--- src/rtl/pixel_write_buffer.sv ---
// Pixel write stage: clips draw-unit pixels, forms framebuffer addresses, queues writes and runs the frame-clear sweep.
// Optional build macro PIXWR_STATS_EN enables saturating write/clip statistics counters.
module pixel_write_buffer #(
  parameter int H_RES  = 160,
  parameter int V_RES  = 120,
  parameter int X_W    = 8,
  parameter int Y_W    = 7,
  parameter int ADDR_W = 15,
  parameter int DEPTH  = 8
) (
  input  logic                    CLK,
  input  logic                    RST_N,
  input  logic                    pix_valid,
  output logic                    pix_ready,
  input  logic [X_W-1:0]          pix_x,
  input  logic [Y_W-1:0]          pix_y,
  input  logic [15:0]             pix_color,
  input  logic                    clr_start,
  input  logic [15:0]             clr_color,
  output logic                    busy,
  output logic                    clip_drop,
  output logic                    fb_we,
  output logic [ADDR_W-1:0]       fb_addr,
  output logic [15:0]             fb_data,
  input  logic                    fb_ready,
  output logic [$clog2(DEPTH):0]  fifo_count,
  output logic [15:0]             wr_cnt,
  output logic [15:0]             clip_cnt
);
  localparam int PTR_W = $clog2(DEPTH);
  localparam int CNT_W = PTR_W + 1;
  localparam logic [ADDR_W-1:0] LAST_ADDR = ADDR_W'(H_RES * V_RES - 1);

  typedef enum logic [1:0] {PASS, DRAIN, CLEAR} state_t;
  state_t state_q, state_d;

  logic                    accept_p0, in_range_p0, push_p0;
  logic [ADDR_W-1:0]       addr_p0;
  logic                    vld_p1, clip_p1;
  logic [ADDR_W-1:0]       addr_p1;
  logic [15:0]             data_p1;
  logic [ADDR_W+15:0]      mem [DEPTH];
  logic [PTR_W-1:0]        wr_ptr, rd_ptr, head_nxt;
  logic [CNT_W-1:0]        held;
  logic                    pop, clr_go;
  logic [15:0]             clr_col_q, clr_data;

  // Stage p0: handshake, clip test and linear address at accept time
  assign pix_ready   = (state_q == PASS) && (fifo_count < CNT_W'(DEPTH));
  assign accept_p0   = pix_valid && pix_ready;
  assign in_range_p0 = (int'(pix_x) < H_RES) && (int'(pix_y) < V_RES);
  assign push_p0     = accept_p0 && in_range_p0;
  assign addr_p0     = ADDR_W'(pix_y) * ADDR_W'(H_RES) + ADDR_W'(pix_x);

  // The presented head stays in the FIFO until the framebuffer takes it
  assign pop      = vld_p1 && fb_ready && (state_q != CLEAR);
  assign head_nxt = rd_ptr + PTR_W'(pop);
  assign held     = fifo_count - CNT_W'(pop);
  assign clr_go   = (state_d == CLEAR) && (state_q != CLEAR);
  assign clr_data = (state_q == PASS) ? clr_color : clr_col_q;

  always_comb begin
    state_d = state_q;
    unique case (state_q)
      PASS:    if (clr_start) state_d = ((fifo_count != '0) || push_p0) ? DRAIN : CLEAR;
      DRAIN:   if (fifo_count == '0) state_d = CLEAR;
      CLEAR:   if (fb_ready && (addr_p1 == LAST_ADDR)) state_d = PASS;
      default: state_d = PASS;
    endcase
  end

  always_ff @(posedge CLK or negedge RST_N) begin
    if (!RST_N) begin
      state_q    <= PASS;
      wr_ptr     <= '0;
      rd_ptr     <= '0;
      fifo_count <= '0;
      clip_p1    <= 1'b0;
    end else begin
      state_q <= state_d;
      clip_p1 <= accept_p0 && !in_range_p0;
      rd_ptr  <= head_nxt;
      if (push_p0) wr_ptr <= wr_ptr + PTR_W'(1);
      case ({push_p0, pop})
        2'b10:   fifo_count <= fifo_count + CNT_W'(1);
        2'b01:   fifo_count <= fifo_count - CNT_W'(1);
        default: fifo_count <= fifo_count;
      endcase
    end
  end

  always_ff @(posedge CLK) begin
    if (push_p0) mem[wr_ptr] <= {addr_p0, pix_color};
    if ((state_q == PASS) && clr_start) clr_col_q <= clr_color;
  end

  // Stage p1: registered write port, fed by the FIFO head or the clear sweep
  always_ff @(posedge CLK or negedge RST_N) begin
    if (!RST_N) begin
      vld_p1  <= 1'b0;
      addr_p1 <= '0;
      data_p1 <= '0;
    end else if (clr_go) begin
      vld_p1  <= 1'b1;
      addr_p1 <= '0;
      data_p1 <= clr_data;
    end else if (state_q == CLEAR) begin
      if (fb_ready) begin
        if (addr_p1 == LAST_ADDR) vld_p1 <= 1'b0;
        else addr_p1 <= addr_p1 + ADDR_W'(1);
      end
    end else if (!vld_p1 || fb_ready) begin
      vld_p1 <= (held != '0);
      if (held != '0) {addr_p1, data_p1} <= mem[head_nxt];
    end
  end

  assign fb_we     = vld_p1;
  assign fb_addr   = addr_p1;
  assign fb_data   = data_p1;
  assign clip_drop = clip_p1;
  assign busy      = (state_q != PASS) || (fifo_count != '0);

`ifdef PIXWR_STATS_EN
  function automatic logic [15:0] sat_inc(input logic [15:0] v);
    return (v == 16'hFFFF) ? v : v + 16'd1;
  endfunction

  logic [15:0] wr_cnt_q, clip_cnt_q;

  always_ff @(posedge CLK or negedge RST_N) begin
    if (!RST_N) begin
      wr_cnt_q   <= '0;
      clip_cnt_q <= '0;
    end else begin
      if (pop) wr_cnt_q <= sat_inc(wr_cnt_q);
      if (accept_p0 && !in_range_p0) clip_cnt_q <= sat_inc(clip_cnt_q);
    end
  end

  assign wr_cnt   = wr_cnt_q;
  assign clip_cnt = clip_cnt_q;
`else
  assign wr_cnt   = '0;
  assign clip_cnt = '0;
`endif

endmodule

--- config.mk ---
export PLATFORM = sky130hd
export DESIGN_NAME = pixel_write_buffer
export DESIGN_NICKNAME = d
export VERILOG_FILES = /design/src/rtl/pixel_write_buffer.sv
export SDC_FILE = /design/constraint.sdc
export NUM_CORES = 1
export LEC_CHECK = 0
export CAP_MARGIN = 20
export CELL_PAD_IN_SITES_DETAIL_PLACEMENT = 0
export CELL_PAD_IN_SITES_GLOBAL_PLACEMENT = 2
export CORE_AREA = 2 2 178 180
export DETAILED_ROUTE_END_ITERATION = 10
export DIE_AREA = 0 0 180 182
export GPL_ROUTABILITY_DRIVEN = 1
export PLACE_DENSITY_LB_ADDON = 0.1
export SKIP_CTS_REPAIR_TIMING = 1
export SLEW_MARGIN = 20
export SYNTH_ARGS = -nofsm -noshare
export SYNTH_HDL_FRONTEND = slang
export SYNTH_SLANG_ARGS = --single-unit
--- constraint.sdc ---
create_clock -name CLK -period 5 [get_ports CLK]
set_input_delay 1 -clock CLK [delete_from_list [all_inputs] [get_ports CLK]]
set_output_delay 1 -clock CLK [all_outputs]
set_load 0.02 [all_outputs]
==> results of run 1 <==
registers in the layout (all words and copies together) (netlist names), 2 cells and up:
register,flops
clr_col_q,16
fb_addr,15
fb_data,16
fifo_count,4
mem,248
rd_ptr,3
state_q,2
wr_ptr,3
routing by layer:
layer / routed length (um) / share of wire (%) / up-vias / global-route usage [%]
met2: 13300 / 44 / 269 / 27.51
met5: 0 / 0 / - / 0
met4: 532 / 1.8 / 0 / 4.585
met1: 14220 / 47 / 3755 / 27.92
li1: - / - / 3191 / -
met3: 1905 / 6.4 / 40 / 3.329
worst max path at each step:
stage	from	end	slack (ns)	depth (start not counted)
global route	fb_ready	fb_data[8]	1.21	8
floorplan	pix_x[6]	mem[0][0]	0.09	4
detailed placement	fb_ready	fb_data[8]	0.89	9
CTS	fb_ready	fb_data[12]	1.40	9
finish	fb_ready	fb_data[14]	1.38	9
global placement	fb_ready	fb_data[12]	0.87	9
report_power, final:
group          switching [mW]  internal (mW)  leakage [nW]
Sequential              0.234           3.09          2.91
Clock                   0.996           1.61         0.577
Combinational            1.94           1.70          1.86
Total                    3.17           6.39          5.35
layout by cell type, fill, tap and decap left out, drive strengths merged, types with 4 or more instances in the layout:
| cell type | Yosys | final |
|---|---|---|
| nand3 | 5 | 5 |
| nor2 | 14 | 14 |
| bufinv | 0 | 6 |
| conb | 1 | 32 |
| a22o | 10 | 10 |
| a211oi | 18 | 18 |
| o21ai | 34 | 34 |
| nand2 | 24 | 24 |
| clkinv | 0 | 16 |
| a22oi | 6 | 6 |
| dfrtp | 45 | 45 |
| xnor2 | 11 | 11 |
| o22ai | 23 | 23 |
| clkdlybuf4s50 | 0 | 89 |
| a21o | 4 | 4 |
| clkbuf | 9 | 39 |
| nand2b | 5 | 5 |
| xor2 | 6 | 6 |
| inv | 13 | 13 |
| o31ai | 4 | 4 |
| nor2b | 21 | 21 |
| nor4 | 5 | 5 |
| mux4 | 62 | 62 |
| nand4 | 7 | 7 |
| a21oi | 10 | 10 |
| mux2i | 20 | 20 |
| buf | 60 | 28 |
| ha | 21 | 21 |
| and3 | 5 | 5 |
| edfxtp | 264 | 264 |
| nor3 | 12 | 12 |
cell type report:
type / instances / area (sq um)
clock buffers: 39 / 900.9
clock inverters: 22 / 272.8
fillers: 2492 / 15320
inverters: 13 / 48.80
multi-input cells: 391 / 3755
flip-flops and latches: 309 / 9054
well taps: 402 / 503.0
repair buffers: 117 / 1136
through the flow:
step	util (%)	worst slack (ns)	total power, mW	hold WS [ns]
final	50.57	1.383	9.568	0.5440
after global routing	50.57	1.213	10.05	0.5757
after CTS	50.57	1.405	9.660	0.5447
after detailed placement	46.78	0.8855	7.049	0.5317
after global placement	46.78	0.8745	7.009	0.5214
after floorplan	-	0.08775	5.828	0.4720
cell families after synthesis:
family | count (synthesis)
flip-flops | 309
multiplexers | 82
AO/OA/AOI/OAI | 131
buffers and inverters | 82
AND/OR/NAND/NOR | 105
XOR/XNOR | 17
adder cells (fa/ha/maj) | 24
other | 1
worst register-to-register path: cells and delay by family (launching register included):
kind | cells | cell delay, ns
simple gates | 3 | 0.60
fa+ha+maj | 2 | 0.65
flops | 1 | 0.43
compound gates | 2 | 0.80
mux | 1 | 0.35
buf+inv | 2 | 0.53
==> impl_metrics.csv, run 1 <==
group,metric,value,unit
outcome,outcome,"complete, no violations",
synthesis,synth-simple-area-share,4.433,%
synthesis,synth.cells.most_frequent,"264 x sky130_fd_sc_hd__edfxtp_1, 62 x sky130_fd_sc_hd__mux4_2, 45 x sky130_fd_sc_hd__dfrtp_1, 33 x sky130_fd_sc_hd__buf_4",
synthesis,post_synth_fa_ha_maj_area_fraction,2.459,%
timing,final_max_slew_viol_count,0,
timing,setup_viol,0,
floorplan,floorplan.die_area,32760,sq um
synthesis,synthesis.area_per_instance,17.48,sq um
layout,finish.cell_count_without_fillers,1293,
placed_design,gp_congestion,0.7770,
critical_path,reg2reg_depth,10,
synthesis,synth.lib_cells_used.distinct,58,
critical_path,critical_path_required,5.36,ns
synthesis,synth_cells,751,
timing,fin_skew,0.01342,ns
floorplan,std_cell_rows,65,
synthesis,synth_top_family_by_area,"multiplexers",
synthesis,synth_area,13130,sq um
grt,wire_length_of_the_first_global_routing_pass,45260,um
layout,final_layout_size_suffix_gt1_share,18.18,%
grt,first_global_vias,7272,
critical_path,critPathMaxStageDelay,0.61,ns
clock_network,maximum_buffer_depth_of_the_clock_tree,3,
detailed_routing,post_drt_wl_per_cell,23.17,um
floorplan,fp.dieW,180,um
critical_path,timing.critical_path.from_type,"input pin",
timing,max_freq,276.5,MHz
critical_path,reg2reg_setup_slack,1.51,ns
clock_network,worstSkewPairLatency,0.51,ns
critical_path,timing.setup.critical_path_class,"input pin to register",
timing,finalCritPeriodShare,72.34,%
critical_path,crit_fanout,40,
synthesis,fraction_of_the_mapped_netlist_area_in_compound_gates,6.969,%
detailed_routing,antenna_violating_nets_left,0,
critical_path,slowest_stage,"sky130_fd_sc_hd__a211oi_1",
synthesis,synth.most_common_cell,"sky130_fd_sc_hd__edfxtp_1",
synthesis,netlist.area_leader.share,60.40,%
detailed_routing,dr_total_vias,7255,
grt,grt_overflow_total,0,
worst_hold_path,hold_path_end,"fb_data[1]",
floorplan,core_region_area,30990,sq um
layout,area_growth_syn_to_layout,19.39,%
placed_design,dp.final_hpwl,18580,um
critical_path,end_kind,"register",
synthesis,synth_xor_area_share,1.134,%
synthesis,sequential_to_total_area_share_from_yosys_stat,68.98,%
detailed_routing,route.detailed.vias_per_inst,5.611,
timing,timing.max_slew.rel_slack,24.85,%
grt,grt_start_max_net_pins,46,
detailed_routing,drt-total-wl,29960,um
job,timing.max_cap.violations,0,
synthesis,synthMuxAreaShare,12.16,%
timing,worstMarginPinSlew,1.123,ns
clock_network,numCtsBuffers,34,
placed_design,placement.io_buffers,90,
power_and_ir_drop,irDropWorstVdd,0.0003308,V
clock_network,cts.sink_count,309,
critical_path,delay_heaviest_family_cp,"compound AO/OA/AOI/OAI gates",
critical_path,crit_arrival,3.98,ns
timing,rsz0062_at_grt,"no",
synthesis,ys.warnings.count,0,
clock_network,clockRootBuffer,"sky130_fd_sc_hd__clkbuf_16",
grt,antenna_found_initial,0,
floorplan,number_of_placed_i_o_pins,123,
critical_path,cp_num_buf_inv,2,
power_and_ir_drop,total_leakage_power,5.347,nW
placed_design,placedCellCount,1232,
critical_path,critical_path.cell_chain,"clkdlybuf4s50_1, and3_1, ha_4, ha_2, buf_12, mux4_2, nor2b_1, a211oi_1, o22ai_1",
worst_hold_path,worst_hold_startpoint,"clr_col_q[1]",
critical_path,regToRegEndpoint,"fb_data[14]",
power_and_ir_drop,power_density,610.6,nW/um^2
layout,antenna-diode-count,0,
detailed_routing,drt_drc,0,
floorplan,effective_utilization_at_floorplan,42.36,%
timing,totalNegativeSetupSlack,0,ns
synthesis,yosys.area.top_type,"sky130_fd_sc_hd__edfxtp_1",
timing,post-route-min-period,3.617,ns
layout,finalInstanceArea,15670,sq um
synthesis,dominantRegCellSynth,"sky130_fd_sc_hd__edfxtp_1",
worst_hold_path,timing.hold.worst_path_depth,2,
critical_path,rr_startpoint,"state_q[0]",
clock_network,worst_setup_hold_path_clk_slew,0.06,ns
grt,grt_util_all_layers,18.38,%
worst_hold_path,type_of_the_most_critical_hold_path,"register to register",
clock_network,clock_tree_from_tritoncts,"yes",
clock_network,htree_levels,2,
placed_design,detailed_place.area,14500,sq um
detailed_routing,dr.first_iter.drc_count,569,
floorplan,die_height,182,um
synthesis,synth-edff-count,264,
timing,hold_viol,0,
detailed_routing,drt-pass1-iter-count,5,
synthesis,yosys_register_bits,309,
synthesis,ys_top_cells_by_area,"sky130_fd_sc_hd__edfxtp_1 60%, sky130_fd_sc_hd__mux4_2 11%, sky130_fd_sc_hd__dfrtp_1 8.6%, sky130_fd_sc_hd__ha_1 2.0%, sky130_fd_sc_hd__buf_4 1.9%",
layout,final_nets,942,
synthesis,async_flop_share,14.56,%
No activity file was read; power rests on OpenSTA's default activity.
==> inputs of run 2 (changes only) <==
==> constraint.sdc (replaced) <==
create_clock -name CLK -period 3.8 [get_ports CLK]
set_input_delay 0.76 -clock CLK [delete_from_list [all_inputs] [get_ports CLK]]
set_output_delay 0.76 -clock CLK [all_outputs]
set_load 0.02 [all_outputs]
==> run 2 against run 1 <==
  * Core utilization increased by 0.34 points
  * First-iteration DRC count increased by 19%
  * Count of clock-buffer cells in the layout increased by 7
  * Highest routed layer unchanged
==> impl_metrics.csv, run 2 (synthesis gave the netlist of run 1 again) <==
group,metric,value,unit
outcome,outcome,"complete, no violations",
detailed_routing,highest-signal-layer,"met4",
detailed_routing,dr.first_iter.drc_count,678,
grt,antenna_found_initial,0,
power_and_ir_drop,clock_power_share,24.5,%
critical_path,rr_startpoint,"state_q[0]",
clock_network,htree_levels,2,
power_and_ir_drop,total_leakage_power,5.407,nW
timing,finalCritPeriodShare,84.90,%
power_and_ir_drop,comb_power_share,40.3,%
critical_path,crit_fanout,8,
job,timing.max_cap.violations,0,
floorplan,floorplan.die_area,32760,sq um
worst_hold_path,type_of_the_most_critical_hold_path,"input pin to asynchronous set/reset pin",
timing,timing.max_slew.rel_slack,37.59,%
critical_path,end_kind,"register",
timing,setup_viol,0,
critical_path,regToRegEndpoint,"fb_addr[13]",
layout,leading_cell_types_in_the_layout_fill_and_taps_excluded,"264 x sky130_fd_sc_hd__edfxtp_1, 89 x sky130_fd_sc_hd__clkdlybuf4s50_1, 62 x sky130_fd_sc_hd__mux4_2, 45 x sky130_fd_sc_hd__dfrtp_1, 41 x sky130_fd_sc_hd__buf_4",
grt,grt_start_max_net_pins,37,
timing,hold_viol,0,
power_and_ir_drop,switching_share,33.03,%
layout,largest_register_ff_count,248,
critical_path,reg2reg_depth,9,
critical_path,timing.critical_path.from_type,"input pin",
timing,max_freq,310.0,MHz
layout,n_fill_cell,2548,
floorplan,core_region_area,30990,sq um
floorplan,std_cell_rows,65,
layout,antenna-diode-count,0,
timing,fin_skew,0.01731,ns
grt,first_global_vias,7355,
detailed_routing,route.detailed.vias_per_inst,5.474,
power_and_ir_drop,seq_power_share,35.2,%
power_and_ir_drop,p_int,8.328,mW
layout,largest_register,"mem",
detailed_routing,post_drt_wl_per_cell,22.14,um
clock_network,maximum_buffer_depth_of_the_clock_tree,3,
clock_network,worst_setup_hold_path_clk_slew,0.06,ns
clock_network,clock_tree_from_tritoncts,"yes",
grt,grt_overflow_total,0,
timing,rsz0062_at_grt,"no",
grt,wire_length_of_the_first_global_routing_pass,45020,um
layout,final_layout_size_suffix_gt1_share,19.61,%
placed_design,dp.final_hpwl,18510,um
timing,worst_hold_slack,0.3378,ns
timing,post-route-min-period,3.226,ns
critical_path,crit_arrival,3.45,ns
timing,final_max_slew_viol_count,0,
placed_design,placement.io_buffers,90,
detailed_routing,drt-total-wl,29120,um
layout,area_growth_syn_to_layout,20.19,%
detailed_routing,drt-pass1-iter-count,4,
power_and_ir_drop,net-switching-power,4.107,mW
detailed_routing,dr_total_vias,7198,
timing,worstMarginPinSlew,0.9361,ns
critical_path,critical_path_required,4.03,ns
floorplan,number_of_placed_i_o_pins,123,
grt,grt_util_all_layers,18.05,%
floorplan,fp.dieW,180,um
power_and_ir_drop,post-layout-total-power,12.44,mW
detailed_routing,met2_wirelength,13110,um
critical_path,timing.setup.critical_path_class,"input pin to register",
clock_network,cts.sink_count,309,
critical_path,reg2reg_setup_slack,0.91,ns
detailed_routing,antenna_violating_nets_left,0,
placed_design,gp_congestion,0.7414,
clock_network,numCtsBuffers,34,
detailed_routing,routed-wl-met3,1595,um
power_and_ir_drop,irDropWorstVdd,0.0003549,V
detailed_routing,drt_drc,0,
power_and_ir_drop,power_density,788.3,nW/um^2
detailed_routing,drt-met1-wl,13920,um
layout,layout_commonest_cell,"sky130_fd_sc_hd__edfxtp_1",
floorplan,effective_utilization_at_floorplan,42.36,%
clock_network,worstSkewPairLatency,0.51,ns
layout,final_nets,964,
clock_network,clockRootBuffer,"sky130_fd_sc_hd__clkbuf_16",
floorplan,die_height,182,um
## run 2: changes by cell type in the layout (fill, tap and decap cells not counted), sizes merged
cell | previous run | this run
bufinv | 6 | 1
clkbuf | 39 | 46
buf | 28 | 50
clkinv | 16 | 13
clkinvlp | 0 | 1
## run 2: routing by layer
metal	global-route usage, %	up-vias
li1	-	3232
met1	27.47	3708
met2	27.56	219
met3	2.768	39
met4	4.130	0
met5	0	-
## run 2: worst max-delay path: stages
cell,delay [ns]
sky130_fd_sc_hd__clkdlybuf4s50_1,0.47
sky130_fd_sc_hd__ha_1,0.32
sky130_fd_sc_hd__ha_1,0.24
sky130_fd_sc_hd__fa_1,0.42
sky130_fd_sc_hd__a21o_1,0.18
sky130_fd_sc_hd__a21oi_1,0.21
sky130_fd_sc_hd__xor2_1,0.29
sky130_fd_sc_hd__nor4_1,0.11
sky130_fd_sc_hd__xnor2_1,0.45
## run 2: how the worst max path moves through the flow
| stage | from | to | slack [ns] | cells past startpoint |
|---|---|---|---|---|
| floorplan | pix_x[6] | mem[2][0] | -0.04 | 4 |
| global route | pix_y[1] | mem[4][29] | 0.34 | 9 |
| finish | pix_y[1] | mem[0][29] | 0.57 | 9 |
| detailed placement | pix_y[1] | mem[5][29] | 0.001 | 9 |
| CTS | pix_y[1] | mem[1][29] | 0.56 | 9 |
| global placement | pix_y[1] | mem[0][29] | 0.21 | 9 |
## run 2: power groups by stage
stage | combinational, mW | clock [mW] | sequential [mW]
after floorplan | 3.10 | 0 | 4.57
after global placement | 5.06 | 0 | 4.43
after detailed placement | 5.09 | 0 | 4.44
after CTS | 5.12 | 3.12 | 4.37
after global routing | 5.45 | 3.27 | 4.42
final | 5.01 | 3.05 | 4.38
## run 2: stage by stage
step / cells / area [sq um] / utilization [%] / setup TNS, ns / setup slack, ns
4_1_cts: 1315 / 15780 / 50.91 / 0 / 0.5602
3_5_place_dp: 1254 / 14740 / 47.57 / 0 / 0.0009839
6_report: 1315 / 15780 / 50.91 / 0 / 0.5737
3_3_place_gp: 1254 / 14740 / 47.57 / 0 / 0.2066
5_1_grt: 1315 / 15780 / 50.91 / 0 / 0.3404
2_1_floorplan: 782 / 13250 / - / -4.153 / -0.04465
## run 2: area by class of cell
cell class	count	area [sq um]	share of cell area (%)
clock buffers	46	917.1	5.814
clock inverters	15	118.9	0.7535
inverters	13	48.80	0.3093
multi-input cells	391	3770	23.90
flip-flops and latches	309	9054	57.39
well taps	402	503.0	3.188
repair buffers	139	1364	8.645
==> inputs of run 3 (changes only) <==
==> constraint.sdc (replaced) <==
create_clock -name CLK -period 3.4 [get_ports CLK]
set_input_delay 0.68 -clock CLK [delete_from_list [all_inputs] [get_ports CLK]]
set_output_delay 0.68 -clock CLK [all_outputs]
set_load 0.02 [all_outputs]
==> run 3 against run 2 <==
  * Wire length rose by 0.71%
  * Critical path depth did not move
  * Clock power rose by 20%
  * First-iteration DRC count fell by 16%
  * Final cell count rose by 1.2%
  * Setup slack got worse by 0.30 ns
  * Core utilization rose by 1.0 points
  * Global-route usage rose by 0.20 points
  * Sequential cell count did not move
  * Clock skew rose by 0.0034 ns
  * Register-to-register slack got worse by 0.55 ns
  * Via count rose by 0.63%
  * Critical path type unchanged
  * Largest power group unchanged
==> impl_metrics.csv, run 3 (synthesis gave the netlist of run 1 again) <==
group,metric,value,unit
detailed_routing,dr.first_iter.drc_count,572,
clock_network,clockRootBuffer,"sky130_fd_sc_hd__clkbuf_16",
layout,layout_commonest_cell,"sky130_fd_sc_hd__edfxtp_1",
timing,worst_hold_slack,0.1825,ns
timing,fin_skew,0.02070,ns
critical_path,regToRegEndpoint,"fb_addr[0]",
power_and_ir_drop,irDropWorstVdd,0.0004192,V
grt,grt_overflow_total,0,
timing,timing.final.ws_setup,0.2746,ns
floorplan,effective_utilization_at_floorplan,42.36,%
timing,worstMarginPinSlew,0.8877,ns
clock_network,htree_levels,2,
power_and_ir_drop,total_leakage_power,5.550,nW
clock_network,cts.sink_count,309,
critical_path,crit_fanout,8,
floorplan,floorplan.die_area,32760,sq um
clock_network,worstSkewPairLatency,0.52,ns
critical_path,timing.setup.critical_path_class,"input pin to register",
worst_hold_path,type_of_the_most_critical_hold_path,"input pin to asynchronous set/reset pin",
layout,largest_register,"mem",
critical_path,rr_startpoint,"state_q[0]",
grt,first_global_vias,7426,
placed_design,gp_congestion,0.7249,
critical_path,crit_arrival,3.36,ns
detailed_routing,post_drt_wl_per_cell,22.03,um
critical_path,slowest_stage,"sky130_fd_sc_hd__clkdlybuf4s50_1",
floorplan,std_cell_rows,65,
detailed_routing,antenna_violating_nets_left,0,
clock_network,clock_tree_from_tritoncts,"yes",
critical_path,reg2reg_setup_slack,0.36,ns
critical_path,critical_path_required,3.64,ns
job,timing.max_cap.violations,0,
timing,post-route-min-period,3.125,ns
layout,largest_register_ff_count,248,
grt,antenna_found_initial,1,
placed_design,pre_cts_slack,-0.2469,ns
timing,setup_viol,0,
timing,rsz0062_at_grt,"no",
detailed_routing,drt-total-wl,29320,um
timing,totalNegativeSetupSlack,0,ns
layout,final_layout_size_suffix_gt1_share,21.66,%
critical_path,reg2reg_depth,9,
detailed_routing,route.detailed.vias_per_inst,5.442,
grt,grt_start_max_net_pins,46,
outcome,outcome,"complete, no violations",
floorplan,number_of_placed_i_o_pins,123,
timing,finalCritPeriodShare,91.92,%
critical_path,critPathMaxStageDelay,0.45,ns
power_and_ir_drop,post-layout-total-power,14.25,mW
critical_path,delay_heaviest_family_cp,"adder cells",
timing,max_freq,320.0,MHz
placed_design,placement.io_buffers,90,
critical_path,timing.critical_path.from_type,"input pin",
critical_path,cp_num_buf_inv,2,
timing,final_max_slew_viol_count,0,
layout,finalInstanceArea,16090,sq um
power_and_ir_drop,power_density,885.8,nW/um^2
grt,grt_util_all_layers,18.25,%
clock_network,numCtsBuffers,34,
grt,wire_length_of_the_first_global_routing_pass,45410,um
floorplan,core_region_area,30990,sq um
critical_path,critical_path.cell_chain,"clkdlybuf4s50_1, ha_1, ha_1, fa_1, a21o_1, a21oi_1, xor2_1, buf_4, xor2_1",
floorplan,die_height,182,um
clock_network,worst_setup_hold_path_clk_slew,0.06,ns
timing,hold_viol,0,
clock_network,maximum_buffer_depth_of_the_clock_tree,3,
detailed_routing,drt-pass1-iter-count,5,
detailed_routing,drt_drc,0,
layout,area_growth_syn_to_layout,22.59,%
detailed_routing,dr_total_vias,7243,
critical_path,end_kind,"register",
layout,final_nets,980,
timing,timing.max_slew.rel_slack,40.82,%
placed_design,dp.final_hpwl,19080,um
floorplan,fp.dieW,180,um
placed_design,detailed_place.area,14960,sq um
layout,leading_cell_types_in_the_layout_fill_and_taps_excluded,"264 x sky130_fd_sc_hd__edfxtp_1, 89 x sky130_fd_sc_hd__clkdlybuf4s50_1, 62 x sky130_fd_sc_hd__mux4_2, 50 x sky130_fd_sc_hd__buf_4, 45 x sky130_fd_sc_hd__dfrtp_1",
==> run 3: cell types whose count changed in the layout (fill, tap and decap cells not counted), moves of 2 or more <==
cell / delta
sky130_fd_sc_hd__buf_12: +8
sky130_fd_sc_hd__clkinv_8: -2
sky130_fd_sc_hd__inv_6: +3
sky130_fd_sc_hd__clkbuf_1: -6
sky130_fd_sc_hd__buf_4: +9
sky130_fd_sc_hd__bufinv_16: +3
==> run 3: metrics by stage <==
step,std cells,util (%)
2_1_floorplan,782,-
3_3_place_gp,1270,48.28
3_5_place_dp,1270,48.29
4_1_cts,1330,51.90
5_1_grt,1331,51.93
6_report,1331,51.93
==> run 3: where the power goes <==
part / leakage [nW] / switching [mW] / total (mW) / internal, mW
sequential: 2.91 / 0.345 / 4.89 / 4.54
combinational: 2.09 / 2.86 / 5.69 / 2.83
clock: 0.549 / 1.46 / 3.67 / 2.21
total: 5.55 / 4.67 / 14.3 / 9.59
==> run 3: layer usage <==
layer / global-route usage (%) / routed length [um] / vias to the layer above
met5: 0 / 0 / -
li1: - / - / 3270
met3: 2.708 / 1367 / 36
met1: 27.52 / 14230 / 3710
met4: 4.715 / 465 / 0
met2: 27.95 / 13270 / 227
==> run 3: how the worst max path moves through the flow <==
| stage | from | to | cells past startpoint |
|---|---|---|---|
| after global routing | pix_y[1] | mem[7][28] | 9 |
| after global placement | pix_y[1] | mem[5][28] | 9 |
| after CTS | pix_y[1] | mem[0][30] | 8 |
| final | pix_y[1] | mem[1][28] | 9 |
| after floorplan | pix_x[6] | mem[2][0] | 4 |
| after detailed placement | pix_y[1] | mem[0][30] | 8 |
==> run 3: final cells by class <==
type                    count  area, sq um
clock buffers              40        894.6
diodes                      1        2.502
repair buffers            155         1587
multi-input cells         391         3775
flip-flops and latches    309         9054
well taps                 402        503.0
clock inverters            20        226.5
inverters                  13        48.80
fillers                  2521        14900
